===== config.mk =====
export PLATFORM = sky130hd
export DESIGN_NAME = ex_alu_mc_flat
export DESIGN_NICKNAME = d
export VERILOG_FILES = /design/src/rtl/ex_alu_mc_pkg.sv /design/src/rtl/ex_alu_mc_if.sv /design/src/rtl/ex_alu_mc_mul_iter.sv /design/src/rtl/ex_alu_mc.sv /design/src/flat_wrapper.sv
export SDC_FILE = /design/constraint.sdc
export NUM_CORES = 1
export LEC_CHECK = 0
export BUFFER_PORTS_ARGS = -buffer_cell sky130_fd_sc_hd__buf_2
export CAP_MARGIN = 20
export CORE_MARGIN = 4
export CORE_UTILIZATION = 25
export CTS_BUF_LIST = sky130_fd_sc_hd__clkbuf_4 sky130_fd_sc_hd__clkbuf_8
export DETAILED_ROUTE_END_ITERATION = 16
export GPL_ROUTABILITY_DRIVEN = 0
export PLACE_DENSITY = 0.36
export SYNTH_ARGS = -nofsm -noshare
export SYNTH_HDL_FRONTEND = slang
export SYNTH_HIERARCHICAL = 1
export SYNTH_SLANG_ARGS = --single-unit

===== constraint.sdc =====
create_clock -name clk -period 6.7 [get_ports clk]
set_input_delay 1.005 -clock clk [delete_from_list [all_inputs] [get_ports clk]]
set_output_delay 1.005 -clock clk [all_outputs]
set_load 0.005 [all_outputs]

===== src/rtl/ex_alu_mc_pkg.sv =====
// alu_pkg: ALU op codes, multiplier FSM states and default datapath width shared by the EX stage.
package alu_pkg;
  localparam int ALU_WIDTH = 32;
  typedef enum logic [3:0] {
    ALU_ADD  = 4'b0000,
    ALU_SUB  = 4'b0001,
    ALU_AND  = 4'b0010,
    ALU_OR   = 4'b0011,
    ALU_XOR  = 4'b0100,
    ALU_SLT  = 4'b1000,
    ALU_SLTU = 4'b1001,
    ALU_MUL  = 4'b1010,
    ALU_LUI  = 4'b1111
  } alu_ctrl_e;
  typedef enum logic [1:0] {IDLE, BUSY, DONE} mul_state_e;
endpackage


===== src/rtl/ex_alu_mc_if.sv =====
// ex_alu_mc_if: EX-stage ALU operand/result bundle; slave is the ALU, master is the pipeline driving it.
interface ex_alu_mc_if #(parameter int WIDTH = 32) ();
  logic             valid_i;
  logic             flush_i;
  logic [3:0]       ALUControl;
  logic [WIDTH-1:0] SrcA;
  logic [WIDTH-1:0] SrcB;
  logic [WIDTH-1:0] ALUResult;
  logic             Zero;
  logic             result_valid;
  logic             stall_o;
  modport slave (
    input  valid_i, flush_i, ALUControl, SrcA, SrcB,
    output ALUResult, Zero, result_valid, stall_o
  );
  modport master (
    output valid_i, flush_i, ALUControl, SrcA, SrcB,
    input  ALUResult, Zero, result_valid, stall_o
  );
endinterface


===== src/rtl/ex_alu_mc_mul_iter.sv =====
// mul_iter: iterative shift-add multiplier, one multiplier bit per BUSY cycle.
// MUL_EARLY_EXIT_EN ends BUSY as soon as the remaining multiplier bits are all zero.
module mul_iter import alu_pkg::*; #(
  parameter int WIDTH = ALU_WIDTH
) (
  input  logic             clk,
  input  logic             rst_n,
  input  logic             start_i,
  input  logic             flush_i,
  input  logic [WIDTH-1:0] a_i,
  input  logic [WIDTH-1:0] b_i,
  output logic             busy_o,
  output logic             done_o,
  output logic [WIDTH-1:0] product_o
);
  localparam int CNT_W = $clog2(WIDTH) + 1;
  mul_state_e       state_q;
  logic [WIDTH-1:0] mcand_q, mplier_q, product_q;
  logic [CNT_W-1:0] cnt_q;
  logic             last;
`ifdef MUL_EARLY_EXIT_EN
  assign last = (cnt_q == CNT_W'(WIDTH - 1)) || (mplier_q[WIDTH-1:1] == '0);
`else
  assign last = cnt_q == CNT_W'(WIDTH - 1);
`endif
  always_ff @(posedge clk or negedge rst_n) begin
    if (!rst_n) begin
      state_q   <= IDLE;
      mcand_q   <= '0;
      mplier_q  <= '0;
      product_q <= '0;
      cnt_q     <= '0;
    end else if (flush_i) begin
      state_q <= IDLE;
    end else begin
      case (state_q)
        IDLE: if (start_i) begin
          mcand_q   <= a_i;
          mplier_q  <= b_i;
          product_q <= '0;
          cnt_q     <= '0;
          state_q   <= BUSY;
        end
        BUSY: begin
          if (mplier_q[0]) product_q <= product_q + mcand_q;
          mcand_q  <= mcand_q << 1;
          mplier_q <= mplier_q >> 1;
          cnt_q    <= cnt_q + CNT_W'(1);
          if (last) state_q <= DONE;
        end
        default: state_q <= IDLE;
      endcase
    end
  end
  assign busy_o    = state_q == BUSY;
  assign done_o    = state_q == DONE;
  assign product_o = product_q;
endmodule


===== src/rtl/ex_alu_mc.sv =====
// ex_alu_mc: execute-stage ALU; single-cycle ops are combinational, MUL uses mul_iter and stalls the pipe.
// Optional MUL_EARLY_EXIT_EN shortens MUL when the multiplier runs out of set bits.
module ex_alu_mc import alu_pkg::*; #(
  parameter int WIDTH = ALU_WIDTH
) (
  input  logic        clk,
  input  logic        rst_n,
  ex_alu_mc_if.slave  bus
);
  alu_ctrl_e        op;
  logic [WIDTH-1:0] a, b, product, alu_res;
  logic             busy, done, idle, mul_op, start;
  assign op     = alu_ctrl_e'(bus.ALUControl);
  assign a      = bus.SrcA;
  assign b      = bus.SrcB;
  assign mul_op = op == ALU_MUL;
  assign idle   = !busy && !done;
  assign start  = bus.valid_i && mul_op && !bus.flush_i;
  mul_iter #(.WIDTH(WIDTH)) u_mul (
    .clk       (clk),
    .rst_n     (rst_n),
    .start_i   (start),
    .flush_i   (bus.flush_i),
    .a_i       (a),
    .b_i       (b),
    .busy_o    (busy),
    .done_o    (done),
    .product_o (product)
  );
  always_comb begin
    alu_res = a + b;
    case (op)
      ALU_SUB:  alu_res = a - b;
      ALU_AND:  alu_res = a & b;
      ALU_OR:   alu_res = a | b;
      ALU_XOR:  alu_res = a ^ b;
      ALU_SLT:  alu_res = WIDTH'($signed(a) < $signed(b));
      ALU_SLTU: alu_res = WIDTH'(a < b);
      ALU_MUL:  alu_res = product;
      ALU_LUI:  alu_res = b;
      default:  alu_res = a + b;
    endcase
  end
  assign bus.ALUResult    = done ? product : alu_res;
  assign bus.Zero         = bus.ALUResult == '0;
  // A trigger only counts from IDLE, so the MUL still held during DONE is not restarted.
  assign bus.stall_o      = rst_n && !bus.flush_i && (busy || (idle && start));
  assign bus.result_valid = rst_n && !bus.flush_i && (done || (idle && bus.valid_i && !mul_op));
endmodule


===== src/flat_wrapper.sv =====
// flat-port wrapper written by rule: the top's interface ports become plain ports
module ex_alu_mc_flat import alu_pkg::*;
#(
  parameter int WIDTH = ALU_WIDTH
)
  (clk, rst_n, bus_valid_i, bus_flush_i, bus_ALUControl, bus_SrcA, bus_SrcB, bus_ALUResult, bus_Zero, bus_result_valid, bus_stall_o);
  ex_alu_mc_if #(.WIDTH(WIDTH)) bus_i ();
  input  logic clk;
  input  logic rst_n;
  input wire logic [$bits(bus_i.valid_i)-1:0] bus_valid_i;
  input wire logic [$bits(bus_i.flush_i)-1:0] bus_flush_i;
  input wire logic [$bits(bus_i.ALUControl)-1:0] bus_ALUControl;
  input wire logic [$bits(bus_i.SrcA)-1:0] bus_SrcA;
  input wire logic [$bits(bus_i.SrcB)-1:0] bus_SrcB;
  output wire logic [$bits(bus_i.ALUResult)-1:0] bus_ALUResult;
  output wire logic [$bits(bus_i.Zero)-1:0] bus_Zero;
  output wire logic [$bits(bus_i.result_valid)-1:0] bus_result_valid;
  output wire logic [$bits(bus_i.stall_o)-1:0] bus_stall_o;
  assign bus_i.valid_i = bus_valid_i;
  assign bus_i.flush_i = bus_flush_i;
  assign bus_i.ALUControl = bus_ALUControl;
  assign bus_i.SrcA = bus_SrcA;
  assign bus_i.SrcB = bus_SrcB;
  assign bus_ALUResult = bus_i.ALUResult;
  assign bus_Zero = bus_i.Zero;
  assign bus_result_valid = bus_i.result_valid;
  assign bus_stall_o = bus_i.stall_o;
  ex_alu_mc #(.WIDTH(WIDTH)) u_core (.clk(clk), .rst_n(rst_n), .bus(bus_i));
endmodule

**Word-level counts from Yosys, hierarchy flattened**

Index checks and enable logic that the tools add are counted.

- Add/subtract/negate cells: 4
- $lt $le $gt $ge: 2
- Equal/unequal tests: 15
- Multiplexer cells: 15
- Bitwise logic cells: 4
- Reduce and logical (&&, ||, !) cells: 21

Operator list:

| cell | number |
|---|---|
| $pmux W32 S8 | 1 |
| $pmux W32 S2 | 3 |
| $mux W32 | 5 |
| $add A32 B32 Y32 | 2 |
| $lt A32 B32 Y1 | 2 |
| $and A32 B32 Y32 | 1 |
| $logic_not A32 Y1 | 1 |
| $or A32 B32 Y32 | 1 |
| $sub A32 B32 Y32 | 1 |
| $xor A32 B32 Y32 | 1 |
| $eq A4 B4 Y1 const B | 4 |
| $pmux W6 S2 | 1 |
| $logic_and A1 B1 Y1 | 9 |
| $eq A4 B2 Y1 const B | 2 |
| $add A6 B1 Y6 const B | 1 |
| $eq A6 B5 Y1 const B | 1 |
| $mux W2 | 3 |
| $mux W6 | 1 |
| $eq A4 B1 Y1 const B | 1 |
| $eq A4 B3 Y1 const B | 1 |
| $logic_not A1 Y1 | 4 |
| $pmux W2 S2 | 1 |
| $reduce_and A4 Y1 | 1 |
| $ne A3 B2 Y1 const B | 1 |
| 11 further kinds | 12 |

- Register bits after elaboration: 104
- Bits of input ports: 72
- Output and inout bits: 35
- Logic and storage cells: 66

**Logic depth before layout (Yosys ltp)**

Gate-level depths: netlist of the first run.

- Depth after elaboration: 7
- Gate-level depth with buffers: 15
- Depth with buffers taken out: 15

**Modules after synthesis**

The synthesis of the first run kept the hierarchy.

Modules (own cells, without submodules):

| module | times used | cells each | area an instance (sq um) | seq. area each (sq um) |
|---|---|---|---|---|
| ex_alu_mc | 1 | 986 | 6407.4 | 0.0 |
| mul_iter | 1 | 725 | 6078.3 | 2602.5 |

**Worst setup path before layout of the first run**

No wires, ideal clock.

- Path kind: input port to output port
- Start: in bus_SrcA[8]
- End: out bus_Zero
- Arrival: 4.574 ns
- Required time: 5.695 ns
- Path slack: 1.121 ns
- Stages on the path: 13
- Buffers on the path: 1
- Path through: inv_1 -> ha_1 -> buf_2 -> or3_1 -> a211o_1 -> or3_1 -> a2111oi_0 -> or3_1 -> o311ai_1 -> o311a_1 -> or4b_1 -> or4b_1 -> nor4_2

- Cells in the longest elaborated chain, start to end: 4
- Elaborated cells between the ends (all ways): 10
- Those cells by class: 2 x add/sub; 2 x order compare; 2 x mux; 3 x bitwise; 1 x reduce/logical

Ends and longest elaborated chain:

| element | RTL line | source |
|---|---|---|
| start: declaration | flat_wrapper.sv:13 | `input wire logic [$bits(bus_i.SrcA)-1:0] bus_SrcA;` |
| $add A32 B32 Y32 or $sub A32 B32 Y32 (tied branches) | -- |  |
| $pmux W32 S8 (*) | ex_alu_mc.sv:32 | `case (op)` |
| $mux W32 (*) | ex_alu_mc.sv:44 | `assign bus.ALUResult = done ? product : alu_res;` |
| via bus_ALUResult[30] | flat_wrapper.sv:15 | `output wire logic [$bits(bus_i.ALUResult)-1:0] bus_ALUResult;` |
| $logic_not A32 Y1 (*) | ex_alu_mc.sv:45 | `assign bus.Zero = bus.ALUResult == '0;` |
| end: declaration | flat_wrapper.sv:16 | `output wire logic [$bits(bus_i.Zero)-1:0] bus_Zero;` |

Mark *: on every way through the listed nets, which the timed path passes. The rest lies on a longest branch.

**Final worst setup path of the first run**

- Start: in bus_SrcB[0]
- End: out bus_Zero

- Cells in the longest elaborated chain, start to end: 4
- Elaborated cells between the ends (all ways): 10
- Those cells by class: 2 x add/sub; 2 x order compare; 2 x mux; 3 x bitwise; 1 x reduce/logical

Ends and longest elaborated chain:

| element | RTL line | source |
|---|---|---|
| start: declaration | flat_wrapper.sv:14 | `input wire logic [$bits(bus_i.SrcB)-1:0] bus_SrcB;` |
| $add A32 B32 Y32, or another cell as far along | -- |  |
| $pmux W32 S8 (*) | ex_alu_mc.sv:32 |  |
| $mux W32 (*) | ex_alu_mc.sv:44 |  |
| $logic_not A32 Y1 (*) | ex_alu_mc.sv:45 |  |

Mark *: on every way between the ends. The rest lies on a longest branch, timed or not.

==> impl_metrics.tcl, run 1 <==
set metrics [dict create \
    initial_core_util_pct 25.40 \
    required_ns 5.69 \
    synth_flop_cell "dfrtp_1" \
    root_buffer "clkbuf_8" \
    fin_nets 1995 \
    tightest_slew_ns 1.074 \
    rr_endpoint "u_core/u_mul/product_o[28]$_DFFE_PN0P_" \
    max_stage_delay_ns 0.54 \
    viasPerCell 5.515 \
    async_flop_share_pct 100.0 \
    fin_crit_sh_pct 96.92 \
    grt_setup_unrepaired "false" \
    drtPass1Iterations 6 \
    cts_tree "done" \
    yosysSeqAreaShare_pct 20.84 \
    post_drt_wl_per_cell_microns 24.36 \
    globalRouteTotalUtil_pct 22.07 \
    cp-startpoint "bus_SrcB[0]" \
    path_class "input port to output port" \
    ios 107 \
    cp_data_arrival_time_ns 5.49 \
    synth-edff-count 0 \
    die-area_sq_um 53580 \
    yosysUniqueCellTypes 93 \
    htree_levels 3 \
    area_growth_pct 14.31 \
    max-slew-margin-rel_pct 28.26 \
    holdWs_ns 0.3427 \
    slowest_stage "or4b_1" \
    nFillCells 5506 \
    clk_pin_slew_ns 0.13 \
    regToRegSetupSlack_ns 3.60 \
    syn_nets 1914 \
    rr_worst_depth 11 \
    dp_cells 2445 \
    cts_buffers 9 \
    hp-class "input port to async pin" \
    dpl.hpwl_microns 46550 \
    layout_min_cycle_time_ns 6.493 \
    worstPathMaxFanout 5 \
    coreArea_sq_um 49150 \
    overflow 0 \
    r2r-start "u_core/u_mul/product_o[0]$_DFFE_PN0P_" \
    cts_hold_buffers 0 \
    clk_path_buf_depth 2 \
    critPathTopFamily "simple AND/OR/NAND/NOR gates" \
    antenna_found_initial 4 \
    clock-sinks 104 \
    num_vias 13589 \
    fin_worst_skew_ns 0.01743 \
    fin_cells 2464 \
    synth_top_area_cell "dfrtp_1" \
    yosysWarnings 6 \
    seqCellArea_sq_um 2603 \
    drt_iter0_markers 1157 \
    clock.fmax_mhz 154.0 \
    cp.depth 17 \
    grt_max_degree 69 \
    die_y_microns 231.5 \
    first_global_vias 13163 \
    synth-seq-cells 104 \
    worst-path-buf-inv 4 \
    drv_slew 0 \
    drive_above_1_share_pct 13.36 \
    grt_pass1_wl_microns 88720 \
    postRouteAntennaNets 0 \
    design_area_sq_um 14270 \
    worstSkewPairLatency_ns 0.46 \
    setup_violations 0 \
    postSynthCellCount 1711 \
    row_count 81 \
    cp-endpoint "bus_Zero" \
    hold_viol 0 \
    endpoint_kind "output port" \
    post_cts_buffers 0 \
    port_buffers 106 \
    status "completed" \
    p_leak_uw 0.006402 \
    synth_top_area_share_pct 20.84 \
    path_cells "buf_2 > ha_1 > inv_1 > fa_1 > nor2b_1 > o2111ai_1 > a2111oi_2 > buf_4 > o41a_1 > nand2_1 > o21ai_1 > xnor2_1 > o311a_1 > or4b_1 > or4b_1 > nor4_2 > buf_2" \
    synth_area_leaders "dfrtp_1 21%, ha_1 13%, nand2_1 7.3%, nor2_1 5.6%, a21oi_1 4.2%" \
    crit_path_start_kind "input port" \
    powerDensity_nw_per_um2 185.7 \
    cap_violations 0 \
    setup_tns_ns 0 \
    peakVddDrop_v 0.00009784 \
    fp.dieW_microns 231.5 \
    syn_area_per_cell_sq_um 7.297 \
    netlist_area_sq_um 12490 \
    drc 0 \
    wl_microns 60020 \
    place_area_sq_um 14040 \
    multiInputGateArea_sq_um 9079 \
]
==> cell type report <==
class | instances | share of cell area [%]
Sequential cell | 104 | 18.23
Clock inverter | 6 | 0.5172
Clock buffer | 10 | 0.9643
Tap cell | 664 | 5.821
Antenna cell | 3 | 0.05260
Inverter | 108 | 2.840
Timing Repair Buffer | 182 | 7.960
Multi-Input combinational cell | 1387 | 63.61
==> flip-flops by register name, summed over array words and instances, names as in the netlist <==
| register | flops |
|---|---|
| u_core/u_mul/cnt_q | 6 |
| u_core/u_mul/state_q | 2 |
| u_core/u_mul/mplier_q | 32 |
| u_core/u_mul/product_o | 32 |
| u_core/u_mul/mcand_q | 32 |
==> report_power, final <==
| group | total (uW) | switching (uW) | internal [uW] | leakage (uW) |
|---|---|---|---|---|
| clock | 476 | 288 | 188 | 0.000101 |
| combinational | 1280 | 780 | 497 | 0.00498 |
| sequential | 897 | 137 | 760 | 0.00132 |
| total | 2650 | 1210 | 1450 | 0.00640 |
==> per-stage QoR <==
step	utilization [%]	worst slack [ns]	total power, uW
3_3_place_gp	28.50	0.1872	2172
3_5_place_dp	28.56	0.1141	2175
2_1_floorplan	-	1.121	1692
6_report	29.04	0.2067	2651
5_1_grt	29.03	0.007775	2859
4_1_cts	28.99	0.08614	2680
==> layer usage <==
metal  routed length (microns)  GRT usage [%]  up-vias
li1                          -              -     6401
met1                     27320          30.14     6612
met2                     26370          34.31      490
met3                      3845          4.425       84
met4                      2466          8.438        2
met5                        16              0        -
==> synthesized netlist by cell type (22+ instances only) <==
library cell	number
a31oi_1	79
o21ai_0	87
xnor2_1	29
nand2_1	243
nand3_1	31
a21o_1	26
o211ai_1	23
a22o_1	22
ha_1	128
nor3_1	30
nor2_1	185
a211oi_1	23
dfrtp_1	104
inv_1	103
a21oi_1	104
clkbuf_1	79
==> cells in the final DEF (no fill, tap or decap), drive strengths merged, types with 16 or more instances in the layout <==
cell type,netlist,routed
a211oi,23,23
xor2,17,17
a221oi,21,21
inv,107,110
o31ai,17,17
nand3,31,31
ha,128,128
o21ai,94,94
nand2,243,243
xnor2,29,29
nor2,185,185
o211ai,23,23
a31oi,80,80
a22o,22,22
o21a,16,16
buf,33,182
a21oi,106,106
dfrtp,104,104
a21o,27,27
nor3,31,31
nor2b,17,17
==> worst reg2reg max path, stage by stage, from the launching register on <==
cell and delay, ns:
dfrtp_1 0.46, ha_1 0.27, inv_1 0.07, fa_1 0.39
nor2b_1 0.16, o21ai_0 0.17, o211ai_1 0.32, nand4b_1 0.32
a21oi_2 0.30, o211a_1 0.20, o21ai_0 0.07, a32o_1 0.26
==> worst min path at each step <==
stage	start	end	depth (start not counted)
2_1_floorplan	u_core/u_mul/mplier_q[31]$_DFFE_PN0P_	u_core/u_mul/mplier_q[31]$_DFFE_PN0P_	1
3_3_place_gp	u_core/u_mul/cnt_q[1]$_DFFE_PN0P_	u_core/u_mul/cnt_q[1]$_DFFE_PN0P_	1
3_5_place_dp	u_core/u_mul/mplier_q[31]$_DFFE_PN0P_	u_core/u_mul/mplier_q[31]$_DFFE_PN0P_	1
4_1_cts	rst_n	u_core/u_mul/mplier_q[29]$_DFFE_PN0P_	1
5_1_grt	rst_n	u_core/u_mul/mplier_q[29]$_DFFE_PN0P_	1
6_report	rst_n	u_core/u_mul/mplier_q[29]$_DFFE_PN0P_	1
==> cell families after synthesis <==
logic type	after synthesis	share of synthesized area, %
buf+inv	220	6.995
xor+xnor	46	3.227
flops	104	20.84
mux	14	1.142
fa+ha+maj	131	13.31
simple gates	630	23.10
compound gates	566	31.39
==> what timing repair did <==
item	CTS	global route
setup endpoints to repair	0	1
endpoints found under the hold margin	0	0
gates resized for setup	0	5
Power figures use the tool's default switching activity.
==> inputs of run 2 (changes only) <==
Settings changed: CORE_ASPECT_RATIO set to 2.
==> run 2 against run 1 <==
Power about the same. Sequential share of layout area up 0.13 points. Hold slack better by 0.12 ns. Global-route usage up 0.99 points. Fmax about the same. First-iteration DRC count down 19%. Register-to-register slack better by 0.02 ns. Clock power about the same. Utilization down 0.32 points. Clock-buffer cell count down 1.
==> impl_metrics.tcl, run 2 (synthesis results as in run 1) <==
set metrics [dict create \
    p_leak_uw 0.006367 \
    rr_endpoint "u_core/u_mul/product_o[26]$_DFFE_PN0P_" \
    post_cts_buffers 0 \
    cp_data_arrival_time_ns 5.49 \
    max_stage_delay_ns 0.56 \
    nFillCells 5447 \
    die_y_microns 324.0 \
    hp-class "input port to async pin" \
    slowest_stage "or4b_1" \
    swShare_pct 47.10 \
    worstSkewPairLatency_ns 0.47 \
    crit_path_start_kind "input port" \
    r2r-start "u_core/u_mul/product_o[0]$_DFFE_PN0P_" \
    postRouteAntennaNets 0 \
    required_ns 5.69 \
    regToRegSetupSlack_ns 3.62 \
    first_global_vias 13720 \
    fin_crit_sh_pct 96.87 \
    setup_tns_ns 0 \
    critPathTopFamily "simple AND/OR/NAND/NOR gates" \
    coreArea_sq_um 49350 \
    row_count 115 \
    port_buffers 106 \
    power_switching_uw 1249 \
    final_cell_mix "243 x nand2_1, 184 x nor2_1, 128 x ha_1" \
    clk_path_buf_depth 2 \
    design_area_sq_um 14170 \
    drive_above_1_share_pct 13.10 \
    fp.dieW_microns 166.0 \
    tightest_slew_ns 1.125 \
    p_seq_share_pct 34.0 \
    drv_slew 0 \
    setup_violations 0 \
    cp-startpoint "bus_SrcB[0]" \
    root_buffer "clkbuf_8" \
    initial_core_util_pct 25.30 \
    pwr-share-comb_pct 48.1 \
    antenna_found_initial 1 \
    die-area_sq_um 53800 \
    path_class "input port to output port" \
    peakVddDrop_v 0.00008652 \
    grt_max_degree 69 \
    wl_microns 63890 \
    layout_min_cycle_time_ns 6.490 \
    grt_pass1_wl_microns 92180 \
    hold_viol 0 \
    cts.repair.resized 0 \
    cp.depth 17 \
    viasPerCell 5.581 \
    grt_setup_unrepaired "false" \
    fin_util_pct 28.72 \
    overflow 0 \
    cts_buffers 9 \
    p_int_uw 1403 \
    path_cells "buf_2 > ha_1 > inv_1 > fa_1 > nor2b_1 > o2111ai_1 > a2111oi_2 > buf_4 > o41a_1 > nand2_1 > o21ai_1 > xnor2_1 > o311a_1 > or4b_1 > or4b_1 > nor4_2 > buf_2" \
    cap_violations 0 \
    worst-path-buf-inv 4 \
    cts_hold_buffers 0 \
    endpoint_kind "output port" \
    powerDensity_nw_per_um2 187.1 \
    cp-endpoint "bus_Zero" \
    clk_pin_slew_ns 0.13 \
    area_growth_pct 13.51 \
    fin_total_pwr_uw 2652 \
    max-slew-margin-rel_pct 23.03 \
    worstPathMaxFanout 5 \
    clock.fmax_mhz 154.1 \
    clock-sinks 104 \
    fin_worst_skew_ns 0.02301 \
    drt_iter0_markers 932 \
    htree_levels 3 \
    layout_commonest_cell "nand2_1" \
    cts_tree "done" \
    place_area_sq_um 13950 \
    drtPass1Iterations 5 \
    fin_nets 1992 \
    clkPwrFrac_pct 17.9 \
    post_drt_wl_per_cell_microns 26.20 \
    dpl.hpwl_microns 51380 \
    num_vias 13612 \
    drc 0 \
    globalRouteTotalUtil_pct 23.06 \
    rr_worst_depth 11 \
    ios 107 \
    status "completed" \
]
## run 2: worst reg2reg max path, cell delays in order, from the launching register on
cell and delay (ns):
dfrtp_1 0.51, ha_1 0.24, inv_1 0.06, fa_1 0.39, nor2b_1 0.16, o21ai_0 0.16, o211ai_1 0.36, nand4b_1 0.27
a21oi_1 0.35, o21ai_0 0.20, mux2i_1 0.19, nand2_1 0.07
## run 2: worst min path at each step
stage / slack (ns) / end / cells past startpoint / startpoint
after floorplan: 0.47 / u_core/u_mul/mplier_q[31]$_DFFE_PN0P_ / 1 / u_core/u_mul/mplier_q[31]$_DFFE_PN0P_
after global placement: 0.53 / u_core/u_mul/cnt_q[4]$_DFFE_PN0P_ / 2 / u_core/u_mul/cnt_q[4]$_DFFE_PN0P_
after detailed placement: 0.52 / u_core/u_mul/mplier_q[31]$_DFFE_PN0P_ / 1 / u_core/u_mul/mplier_q[31]$_DFFE_PN0P_
after CTS: 0.45 / u_core/u_mul/mplier_q[16]$_DFFE_PN0P_ / 1 / rst_n
after global routing: 0.45 / u_core/u_mul/mplier_q[24]$_DFFE_PN0P_ / 1 / rst_n
final: 0.46 / u_core/u_mul/mplier_q[24]$_DFFE_PN0P_ / 1 / rst_n
## run 2: layout make-up
cell class | instances | area [sq um] | area share [%]
clock buffer | 9 | 123.9 | 0.8740
clock inverter | 7 | 87.58 | 0.6180
tap | 643 | 804.5 | 5.677
timing repair buffer | 179 | 1081 | 7.628
antenna | 2 | 5.005 | 0.03531
sequential | 104 | 2603 | 18.36
inverter | 108 | 405.4 | 2.860
multi-input combinational | 1387 | 9062 | 63.94
## run 2: power by group through the flow
stage               combinational [uW]  clock, uW  sequential [uW]
global route                      1400        519              920
global placement                  1260          0              919
CTS                               1270        507              908
floorplan                          846          0              846
detailed placement                1270          0              920
finish                            1270        474              902
## run 2: per-stage QoR
step	setup slack, ns	instances	hold slack (ns)
floorplan	1.121	1711	0.4730
global placement	0.2063	2421	0.5255
detailed placement	0.05511	2421	0.5212
CTS	0.02365	2437	0.4471
global route	0.007631	2438	0.4541
finish	0.2100	2439	0.4624
## run 2: layer usage
metal / track usage, % / vias up / part of all wire, %
li1: - / 6389 / -
met1: 23.27 / 6601 / 35
met2: 43.04 / 469 / 52
met3: 2.609 / 153 / 3.6
met4: 17.78 / 0 / 9.2
met5: 0 / - / 0
